### src/rtl/incdec_unit.sv
// incdec_unit: registered unsigned inc/dec/step unit with wrap or saturate,
// result flags, sticky overflow, result chaining and valid/ready on both sides.
module incdec_unit #(
    parameter int WIDTH  = 16,
    parameter int STEP_W = 4
) (
    input  logic              clk,
    input  logic              rst,
    input  logic              in_valid,
    output logic              in_ready,
    input  logic [WIDTH-1:0]  inp,
    input  logic [STEP_W-1:0] step,
    input  logic [1:0]        op,
    input  logic              sat,
    input  logic              use_prev,
    input  logic              clr_sticky,
    output logic              out_valid,
    input  logic              out_ready,
    output logic [WIDTH-1:0]  out,
    output logic              zero,
    output logic              carry,
    output logic              sat_hit,
    output logic              ovf_sticky
);
    typedef enum logic {EMPTY, FULL} state_e;
    state_e           state_q;
    logic [WIDTH-1:0] out_q, prev_q, a, out_d;
    logic [WIDTH:0]   d, raw;
    logic             zero_q, carry_q, sat_hit_q, sticky_q, carry_d, sat_hit_d, accept;
    assign in_ready  = rst & ((state_q == EMPTY) | out_ready);
    assign accept    = in_valid & in_ready;
    assign a         = use_prev ? prev_q : inp;
    assign d         = op[1] ? (WIDTH+1)'(step) : (WIDTH+1)'(1);
    // One spare bit holds the carry on add and the borrow on subtract.
    assign raw       = op[0] ? {1'b0, a} - d : {1'b0, a} + d;
    assign carry_d   = raw[WIDTH];
    assign sat_hit_d = sat & carry_d;
    assign out_d     = sat_hit_d ? {WIDTH{~op[0]}} : raw[WIDTH-1:0];
    always_ff @(posedge clk) begin
        if (!rst) begin
            state_q   <= EMPTY;
            out_q     <= '0;
            prev_q    <= '0;
            zero_q    <= 1'b0;
            carry_q   <= 1'b0;
            sat_hit_q <= 1'b0;
            sticky_q  <= 1'b0;
        end else begin
            if (accept) begin
                state_q   <= FULL;
                out_q     <= out_d;
                prev_q    <= out_d;
                zero_q    <= (out_d == '0);
                carry_q   <= carry_d;
                sat_hit_q <= sat_hit_d;
            end else if (out_ready) begin
                state_q <= EMPTY;
            end
            sticky_q <= (accept & carry_d) | (sticky_q & ~clr_sticky);
        end
    end
    assign out_valid  = (state_q == FULL);
    assign out        = out_q;
    assign zero       = zero_q;
    assign carry      = carry_q;
    assign sat_hit    = sat_hit_q;
    assign ovf_sticky = sticky_q;
endmodule
### config.mk
export PLATFORM = sky130hd
export DESIGN_NAME = incdec_unit
export DESIGN_NICKNAME = d
export VERILOG_FILES = /design/src/rtl/incdec_unit.sv
export SDC_FILE = /design/constraint.sdc
export NUM_CORES = 1
export LEC_CHECK = 0
export CAP_MARGIN = 25
export CORE_UTILIZATION = 51
export CTS_BUF_LIST = sky130_fd_sc_hd__clkbuf_8
export DETAILED_ROUTE_END_ITERATION = 12
export PLACE_DENSITY_LB_ADDON = 0.2
export SYNTH_ARGS = -nofsm -noshare
export SYNTH_HDL_FRONTEND = slang
export SYNTH_SLANG_ARGS = --single-unit
### constraint.sdc
create_clock -name clk -period 4.7 [get_ports clk]
set_input_delay 0.94 -clock clk [delete_from_list [all_inputs] [get_ports clk]]
set_output_delay 0.94 -clock clk [all_outputs]
set_load 0.01 [all_outputs]
==> impl_metrics.csv, run 1 <==
group,metric,value,unit
synth,syn_inst,253,
timing,timing.slew.headroom,58.2,%
critical_path,crit_buf_inv,3,
synth,postSynthAreaPerCell,7.98,um^2
synth,synth_top_family_by_area,"compound AO/OA/AOI/OAI gates",
critical_path,crit_fanout,11,
global_route,grt_pass1_wl,8520,um
power_and_ir_drop,powerDensity,318,nW/um^2
timing,rsz0062_at_grt,"false",
clock_network,hold_buffers,0,
critical_path,required,4.88,ns
drt,route.detailed.drc,0,
hold_path,hold_class,"reg -> reg",
drt,drt_first_pass_iters,4,
status,status,"complete, no violations",
clock_network,h-tree-depth,1,
critical_path,path_delay_family,"compound AO/OA/AOI/OAI gates",
layout,nets,353,
synth,yosysTopAreaCell,"dfxtp_1",
timing,fin_crit_sh,93.9,%
power_and_ir_drop,ir_drop,0.000161,V
die,core,3720,um^2
synth,ys.flop_type,"dfxtp_1",
synth,synth_top_area_share,20.8,%
synth,synth_seq_cells,21,
critical_path,path_cells,"clkdlybuf4s50_1 > nand2b_1 > inv_1 > ha_1 > inv_1 > o21ai_0 > fa_1 > nand2b_1 > a21oi_2 > o41ai_4 > a21oi_2 > mux2i_4 > nor2_1 > o21ba_2 > o21ai_0",
drt,vias,1999,
drt,drtIter0Drc,129,
critical_path,startpoint_type,"primary input",
global_route,grt_util_all_layers,25.9,%
layout,num-fill-cells,309,
clock_network,numCtsBuffers,3,
die,die_x,64.9,um
clock_network,clk_latency,0.26,ns
clock_network,clkTransAtPathRegs,0.07,ns
timing,setup_viol,0,
clock_network,cts_resized,0,
placement,dp_slack,0.123,ns
synth,synth_nets,301,
drt,routed_via_density,5.68,
clock_network,clock-sinks,21,
placement,hpwlAfterDp,4260,um
drt,ant_nets,0,
synth,synth.most_common_cell,"nor2_1",
synth,synth_area,2020,um^2
timing,drv_slew,0,
timing,final_hold_viol_count,0,
die,rows,22,
timing,clock_skew,0.00159,ns
critical_path,slowest_delay,0.51,ns
global_route,grt_max_degree,29,
clock_network,root_buffer,"clkbuf_8",
layout,num_antenna_cells,0,
synth,yosys-top-cells-count,"nor2_1 (26), dfxtp_1 (21), o21ai_0 (19)",
synth,postSynth.asyncResetShare,0,%
job,maxCapViolations,0,
placement,port_buffers,50,
synth,yosysSeqAreaShare,20.8,%
critical_path,end_kind,"flop",
die,die-height,64.9,um
synth,ys_warn_count,0,
power_and_ir_drop,p_leak,1.13,nW
clock_network,clockBufferDepth,2,
timing,setup_ws,0.288,ns
timing,fmax,227,MHz
timing,tightest_slew,0.625,ns
layout,syn_to_final_growth,30.7,%
synth,synth.mux.area_fraction,11.0,%
synth,ys_types,48,
die,die_area,4210,um^2
synth,synthXorXnorAreaFrac,5.21,%
critical_path,arrival,4.59,ns
layout,final_layout_size_suffix_gt1_share,12.5,%
synth,synth_compound_area_share,27.2,%
drt,routed_wl,5240,um
power_and_ir_drop,power,0.838,mW
critical_path,crit_type,"in -> reg",
drt,wire_per_inst,14.9,um
synth,synthSimpleGateAreaFrac,19.9,%
timing,setup_tns,0,ns
global_route,grt_pass1_vias,1827,
synth,yosys-top-cells-area,"dfxtp_1 (21%), ha_1 (11%), mux2_2 (8.4%)",
clock_network,cts_tree,"built",
global_route,overflow,0,
global_route,antenna_found_initial,0,
die,start_util,54.3,%
synth,synth_edf_count,0,
synth,synth_fa_ha_area_share,12.2,%
clock_network,cts_setup_buffers,0,
critical_path,crit_slowest_cell,"clkdlybuf4s50_1",
timing,layout_min_cycle_time,4.41,ns
placement,gp_congestion,0.898,
die,io_pins,51,
## routing by layer
layer / routed length [um] / global-route usage, %
met4: 51 / 8.06
met1: 2610 / 37.9
met2: 2290 / 39.7
met3: 284 / 1.94
met5: 0 / 0
## final timing paths
check / cells after the start / endpoint / from / slack (ns)
worst max-delay path: 15 / prev_q[15]$_SDFFE_PN0P_ / op[1] / 0.29
worst min-delay path: 2 / prev_q[12]$_SDFFE_PN0P_ / prev_q[12]$_SDFFE_PN0P_ / 0.46
worst max register to register: 10 / prev_q[15]$_SDFFE_PN0P_ / prev_q[3]$_SDFFE_PN0P_ / 1.63
worst min register to register: 2 / prev_q[12]$_SDFFE_PN0P_ / prev_q[12]$_SDFFE_PN0P_ / 0.46
## area by class of cell
class / instances / area, um^2 / share of cell area [%]
clock inverters: 1 / 3.75 / 0.142
multi-input cells: 213 / 1520 / 57.7
well taps: 48 / 60.1 / 2.28
repair buffers: 58 / 561 / 21.3
flip-flops and latches: 21 / 420 / 15.9
clock buffers: 3 / 41.3 / 1.57
inverters: 8 / 30.0 / 1.14
## power by group
| group | leakage, nW | internal [mW] | switching [mW] |
|---|---|---|---|
| clock network | 0.0269 | 0.0581 | 0.0543 |
| registers | 0.173 | 0.206 | 0.0182 |
| logic | 0.931 | 0.239 | 0.263 |
| total | 1.13 | 0.503 | 0.336 |
## sequential cells by signal (all words and copies together) (netlist names)
name,cells
prev_q,16
carry,1
out_valid,1
ovf_sticky,1
sat_hit,1
zero,1
## worst register-to-register path, stage by stage (launching register included)
cell      delay [ns]
dfxtp_1         0.32
mux2_2          0.29
ha_1            0.36
o211ai_2        0.17
a21oi_2         0.07
o41ai_4         0.46
a21oi_2         0.18
mux2i_4         0.26
nor2_1          0.51
o21ba_2         0.24
o21ai_0         0.14
## cell usage in the layout, fill, tap and decap left out, types with 4 or more instances in the layout
| cell type | synthesis | routed |
|---|---|---|
| a21o_1 | 6 | 6 |
| a21oi_1 | 17 | 17 |
| buf_4 | 0 | 8 |
| clkdlybuf4s50_1 | 0 | 50 |
| dfxtp_1 | 21 | 21 |
| ha_1 | 18 | 18 |
| inv_1 | 8 | 9 |
| mux2_2 | 15 | 15 |
| nand2_1 | 18 | 18 |
| nand2b_1 | 6 | 6 |
| nand3_1 | 16 | 16 |
| nor2_1 | 26 | 26 |
| nor2b_1 | 5 | 5 |
| nor3_1 | 4 | 4 |
| o21a_1 | 6 | 6 |
| o21ai_0 | 19 | 19 |
| xnor2_1 | 6 | 6 |
| xor2_1 | 6 | 6 |
## per-stage QoR
stage	hold slack, ns	instances	area (um^2)	util [%]
floorplan	0.483	253	2020	-
global placement	0.458	348	2590	69.8
detailed placement	0.460	348	2590	69.8
CTS	0.469	352	2640	71.0
global route	0.489	352	2640	71.0
finish	0.464	352	2640	71.0
## kinds of logic (layout without fill, tap and decap cells)
logic type / after synthesis / count (layout)
adders and majority gates: 19 / 19
buffers and inverters: 19 / 70
AOI/OAI and AO/OA: 78 / 78
DFF: 21 / 21
muxes: 19 / 19
xor gates and xnor gates: 12 / 12
and+or+nand+nor: 85 / 85
(Power assumes the default switching activity.)
==> run 2, diff against run 1 <==
--- a/config.mk
+++ b/config.mk
@@ -9,6 +9,7 @@
 export CORE_UTILIZATION = 51
 export CTS_BUF_LIST = sky130_fd_sc_hd__clkbuf_8
 export DETAILED_ROUTE_END_ITERATION = 12
+export GPL_TIMING_DRIVEN = 0
 export PLACE_DENSITY_LB_ADDON = 0.2
 export SYNTH_ARGS = -nofsm -noshare
 export SYNTH_HDL_FRONTEND = slang
==> run 2 against run 1 <==
Against the previous run:
- count of clock-buffer cells in the layout stayed put
- global-route usage is 0.57 points higher
- fmax about the same
- combinational power is essentially flat
- register-to-register slack gained 0.08 ns
- final area is essentially flat
- sequential share of layout area barely moved
- first-iteration DRC count shrank 10%
- hold slack better by 0.0065 ns
- critical endpoint is now zero$_SDFFE_PN0P_
- largest cell class unchanged
- highest routed layer unchanged
==> impl_metrics.csv, run 2 (synthesized netlist as in run 1, its figures left out) <==
group,metric,value,unit
status,status,"complete, no violations",
job,maxCapViolations,0,
drt,drtIter0Drc,116,
clock_network,numCtsBuffers,3,
critical_path,arrival,4.59,ns
global_route,grt_pass1_wl,8670,um
placement,place_inst,350,
timing,clock_skew,0.00352,ns
global_route,grt_pass1_vias,1885,
layout,final_layout_size_suffix_gt1_share,12.4,%
timing,tightest_slew,0.807,ns
global_route,grt_util_all_layers,26.5,%
drt,ant_nets,0,
critical_path,path_delay_family,"compound AO/OA/AOI/OAI gates",
global_route,grt_max_degree,13,
timing,layout_min_cycle_time,4.41,ns
drt,vias,2038,
clock_network,clk_latency,0.26,ns
die,io_pins,51,
critical_path,startpoint_type,"primary input",
timing,fin_crit_sh,93.9,%
timing,setup_viol,0,
drt,wire_per_inst,15.5,um
layout,final_common_cell,"clkdlybuf4s50_1",
layout,nets,356,
power_and_ir_drop,p_leak,1.12,nW
timing,rsz0062_at_grt,"false",
power_and_ir_drop,ir_drop,0.000129,V
placement,gp_congestion,0.881,
die,die_x,64.9,um
critical_path,path_cells,"clkdlybuf4s50_1 > nand2b_1 > inv_1 > ha_1 > a21oi_1 > inv_1 > ha_1 > o21ai_0 > a211oi_1 > a21oi_1 > a21oi_4 > mux2i_4 > o21a_1 > a41oi_1 > o41ai_2",
critical_path,required,4.88,ns
timing,setup_tns,0,ns
drt,met1_length,2690,um
placement,port_buffers,49,
critical_path,crit_buf_inv,3,
hold_path,hold_class,"reg -> reg",
layout,stdcell_count,355,
die,rows,22,
critical_path,crit_slowest_cell,"clkdlybuf4s50_1",
clock_network,clockBufferDepth,2,
clock_network,h-tree-depth,1,
clock_network,root_buffer,"clkbuf_8",
timing,timing.slew.headroom,45.5,%
critical_path,end_kind,"flop",
drt,drt_first_pass_iters,4,
die,start_util,54.3,%
clock_network,clkTransAtPathRegs,0.08,ns
global_route,antenna_found_initial,0,
clock_network,cts_tree,"built",
layout,top_register,"prev_q",
die,die_area,4210,um^2
layout,num_antenna_cells,0,
die,die-height,64.9,um
drt,wl_met3,278,um
critical_path,slowest_delay,0.50,ns
placement,hpwlAfterDp,4400,um
layout,syn_to_final_growth,30.8,%
timing,drv_slew,0,
drt,top_layer_used,"met4",
power_and_ir_drop,power,0.850,mW
power_and_ir_drop,powerDensity,322,nW/um^2
global_route,overflow,0,
layout,largest_reg_flops,16,
clock_network,clock-sinks,21,
drt,routed_wl,5520,um
critical_path,crit_type,"in -> reg",
timing,fmax,227,MHz
drt,routed_via_density,5.74,
layout,final_cell_mix,"clkdlybuf4s50_1 (49), nor2_1 (25), dfxtp_1 (21), o21ai_0 (19)",
critical_path,crit_fanout,7,
die,core,3720,um^2
clock_network,hold_buffers,0,
drt,route.detailed.drc,0,
drt,wl_met2,2470,um
timing,final_hold_viol_count,0,
## run 2: layout make-up
cell class | instances | area [um^2]
Buffer | 11 | 46.3
Sequential cell | 21 | 420
Inverter | 8 | 30.0
Multi-Input combinational cell | 213 | 1540
Clock inverter | 1 | 5.00
Fill cell | 295 | 1080
Timing Repair Buffer | 50 | 498
Tap cell | 48 | 60.1
Clock buffer | 3 | 41.3
## run 2: stage by stage
stage | util (%) | hold WS, ns | cell area (um^2) | setup slack (ns)
2_1_floorplan | - | 0.483 | 2020 | 0.668
3_5_place_dp | 69.1 | 0.458 | 2570 | 0.0377
4_1_cts | 70.4 | 0.469 | 2620 | 0.309
3_3_place_gp | 69.1 | 0.454 | 2570 | 0.0587
6_report | 71.0 | 0.470 | 2640 | 0.287
5_1_grt | 71.0 | 0.499 | 2640 | 0.0442
## run 2: path summary, 6_finish.rpt
kind,start,end,slack (ns),depth (start not counted)
max,op[1],zero$_SDFFE_PN0P_,0.29,15
min,prev_q[12]$_SDFFE_PN0P_,prev_q[12]$_SDFFE_PN0P_,0.47,2
max reg2reg,prev_q[0]$_SDFFE_PN0P_,zero$_SDFFE_PN0P_,1.71,11
min reg2reg,prev_q[12]$_SDFFE_PN0P_,prev_q[12]$_SDFFE_PN0P_,0.47,2
## run 2: what timing repair did
| item | in CTS | in global routing |
|---|---|---|
| buffers inserted | 0 | 1 |
| resized for setup | 0 | 3 |
| setup endpoints to repair | 0 | 1 |
## run 2: where the power goes
part           internal (mW)  switching (mW)
Clock                 0.0591          0.0606
Combinational          0.235           0.270
Sequential             0.206          0.0190
## run 2: tightest hold or removal path, delay by kind of cell, from the launching register on
family,cells,cell delay [ns]
flip-flops,1,0.32
AND/OR/NAND/NOR,2,0.11
## run 2: layer usage
layer | vias up | track usage [%]
met2 | 63 | 43.1
met5 | - | 0
li1 | 1027 | -
met1 | 941 | 35.9
met3 | 7 | 2.82
met4 | 0 | 8.89
==> run 3, diff against run 2 <==
--- a/config.mk
+++ b/config.mk
@@ -6,6 +6,7 @@
 export NUM_CORES = 1
 export LEC_CHECK = 0
 export CAP_MARGIN = 25
+export CORE_ASPECT_RATIO = 0.9
 export CORE_UTILIZATION = 51
 export CTS_BUF_LIST = sky130_fd_sc_hd__clkbuf_8
 export DETAILED_ROUTE_END_ITERATION = 12
==> run 3 against run 2 <==
Against the previous run:
- clock skew up 0.0013 ns
- non-clock buffer count up 1
- via count down 0.20%
- combinational power about the same
- clock power about the same
- sequential power about the same
- utilization down 0.78 points
- hold slack better by 0.0084 ns
- sequential cell count unchanged
- first-iteration DRC count up 63%
- critical endpoint unchanged
==> impl_metrics.csv, run 3 (synthesized netlist as in run 1, its figures left out) <==
group,metric,value,unit
job,maxCapViolations,0,
timing,setup_tns,0,ns
global_route,antenna_found_initial,0,
critical_path,r2r_slack,1.58,ns
die,io_pins,51,
global_route,grt_pass1_vias,1829,
timing,final_hold_viol_count,0,
layout,num-fill-cells,328,
critical_path,crit_type,"in -> reg",
clock_network,clock-sinks,21,
critical_path,crit_buf_inv,3,
hold_path,hold_class,"reg -> reg",
drt,route.detailed.drc,0,
global_route,grt_max_degree,13,
layout,multi_input_area,1530,um^2
drt,drtIter0Drc,189,
die,core,3760,um^2
power_and_ir_drop,powerDensity,321,nW/um^2
layout,top_register,"prev_q",
die,start_util,53.7,%
critical_path,path_cells,"clkdlybuf4s50_1 > nand2b_1 > inv_1 > ha_1 > a21oi_1 > inv_1 > ha_1 > o21ai_0 > a211oi_1 > a21oi_1 > a21oi_2 > mux2i_4 > o21a_1 > a41oi_1 > o41ai_2",
timing,fin_crit_sh,94.4,%
drt,ant_nets,0,
timing,drv_slew,0,
drt,routed_via_density,5.75,
timing,fmax,225,MHz
layout,final_cell_mix,"clkdlybuf4s50_1 (49), nor2_1 (25), dfxtp_1 (21), o21ai_0 (19), nand2_1 (18)",
layout,num_antenna_cells,0,
die,die_area,4210,um^2
drt,routed_wl,5540,um
layout,stdcell_count,354,
layout,final_layout_size_suffix_gt1_share,13.0,%
drt,vias,2034,
timing,tightest_slew,0.762,ns
clock_network,clockBufferDepth,2,
placement,hpwlAfterDp,4520,um
timing,timing.slew.headroom,48.6,%
global_route,overflow,0,
drt,wire_per_inst,15.6,um
clock_network,hold_buffers,0,
die,rows,21,
critical_path,startpoint_type,"primary input",
critical_path,end_kind,"flop",
power_and_ir_drop,p_leak,1.12,nW
global_route,grt_util_all_layers,27.5,%
placement,gp_congestion,0.848,
clock_network,root_buffer,"clkbuf_8",
clock_network,clkTransAtPathRegs,0.07,ns
critical_path,slowest_delay,0.50,ns
power_and_ir_drop,power,0.846,mW
critical_path,crit_fanout,7,
timing,clock_skew,0.00485,ns
critical_path,arrival,4.60,ns
layout,register_area,420,um^2
placement,dp_slack,0.0433,ns
critical_path,crit_slowest_cell,"clkdlybuf4s50_1",
placement,port_buffers,49,
critical_path,required,4.86,ns
clock_network,numCtsBuffers,3,
timing,setup_viol,0,
clock_network,h-tree-depth,1,
critical_path,path_delay_family,"compound AO/OA/AOI/OAI gates",
global_route,grt_pass1_wl,8570,um
timing,setup_ws,0.261,ns
layout,final_common_cell,"clkdlybuf4s50_1",
placement,place_inst,348,
timing,layout_min_cycle_time,4.44,ns
drt,drt_first_pass_iters,4,
layout,syn_to_final_growth,30.8,%
die,die_x,68.3,um
power_and_ir_drop,ir_drop,0.000133,V
layout,largest_reg_flops,16,
layout,nets,357,
clock_network,clk_latency,0.26,ns
die,die-height,61.7,um
status,status,"complete, no violations",
clock_network,cts_tree,"built",
[run 3: changes by cell type in the layout (fill, tap and decap cells not counted)]
cell | previous run | this run
a21oi_4 | 1 | 0
buf_4 | 1 | 2
ha_1 | 18 | 17
ha_2 | 0 | 1
a21oi_2 | 1 | 2
[run 3: repair_timing]
item / in CTS / in global routing
buffers inserted: 0 / 2
endpoints found under the hold margin: 0 / 0
resized for setup: 0 / 3
setup endpoints to repair: 0 / 2
[run 3: per-stage QoR]
| step | hold slack (ns) | utilization (%) | area, um^2 |
|---|---|---|---|
| finish | 0.478 | 70.2 | 2640 |
| CTS | 0.483 | 69.5 | 2610 |
| detailed placement | 0.471 | 68.3 | 2570 |
| global route | 0.508 | 70.2 | 2640 |
| global placement | 0.457 | 68.3 | 2570 |
| floorplan | 0.483 | - | 2020 |
[run 3: path summary, 6_finish.rpt]
check / startpoint / to / cells after the start
min: prev_q[12]$_SDFFE_PN0P_ / prev_q[12]$_SDFFE_PN0P_ / 2
min reg2reg: prev_q[12]$_SDFFE_PN0P_ / prev_q[12]$_SDFFE_PN0P_ / 2
max: op[1] / zero$_SDFFE_PN0P_ / 15
max reg2reg: prev_q[0]$_SDFFE_PN0P_ / zero$_SDFFE_PN0P_ / 11
[run 3: cell type report]
| class | count | area share [%] |
|---|---|---|
| sequential | 21 | 15.9 |
| timing repair buffer | 51 | 19.2 |
| buffer | 11 | 1.75 |
| multi-input combinational | 213 | 58.1 |
| tap | 46 | 2.18 |
| inverter | 8 | 1.14 |
| clock buffer | 3 | 1.56 |
| clock inverter | 1 | 0.190 |
[run 3: tightest hold or removal path: cells and delay by family, from the launching register on]
family	cells	cell delay (ns)
flip-flops	1	0.32
AND/OR/NAND/NOR	2	0.12
[run 3: power breakdown]
group          internal [mW]  leakage (nW)  switching [mW]
combinational          0.236         0.923           0.268
clock                 0.0590        0.0255          0.0584
sequential             0.206         0.173          0.0187
[run 3: metal layers]
| metal | vias up | track usage (%) | part of all wire, % |
|---|---|---|---|
| met5 | - | 0 | 0 |
| met4 | 0 | 6.85 | 0.87 |
| met3 | 6 | 2.22 | 7.9 |
| met2 | 82 | 45.2 | 43 |
| li1 | 1034 | - | - |
| met1 | 912 | 38.7 | 48 |
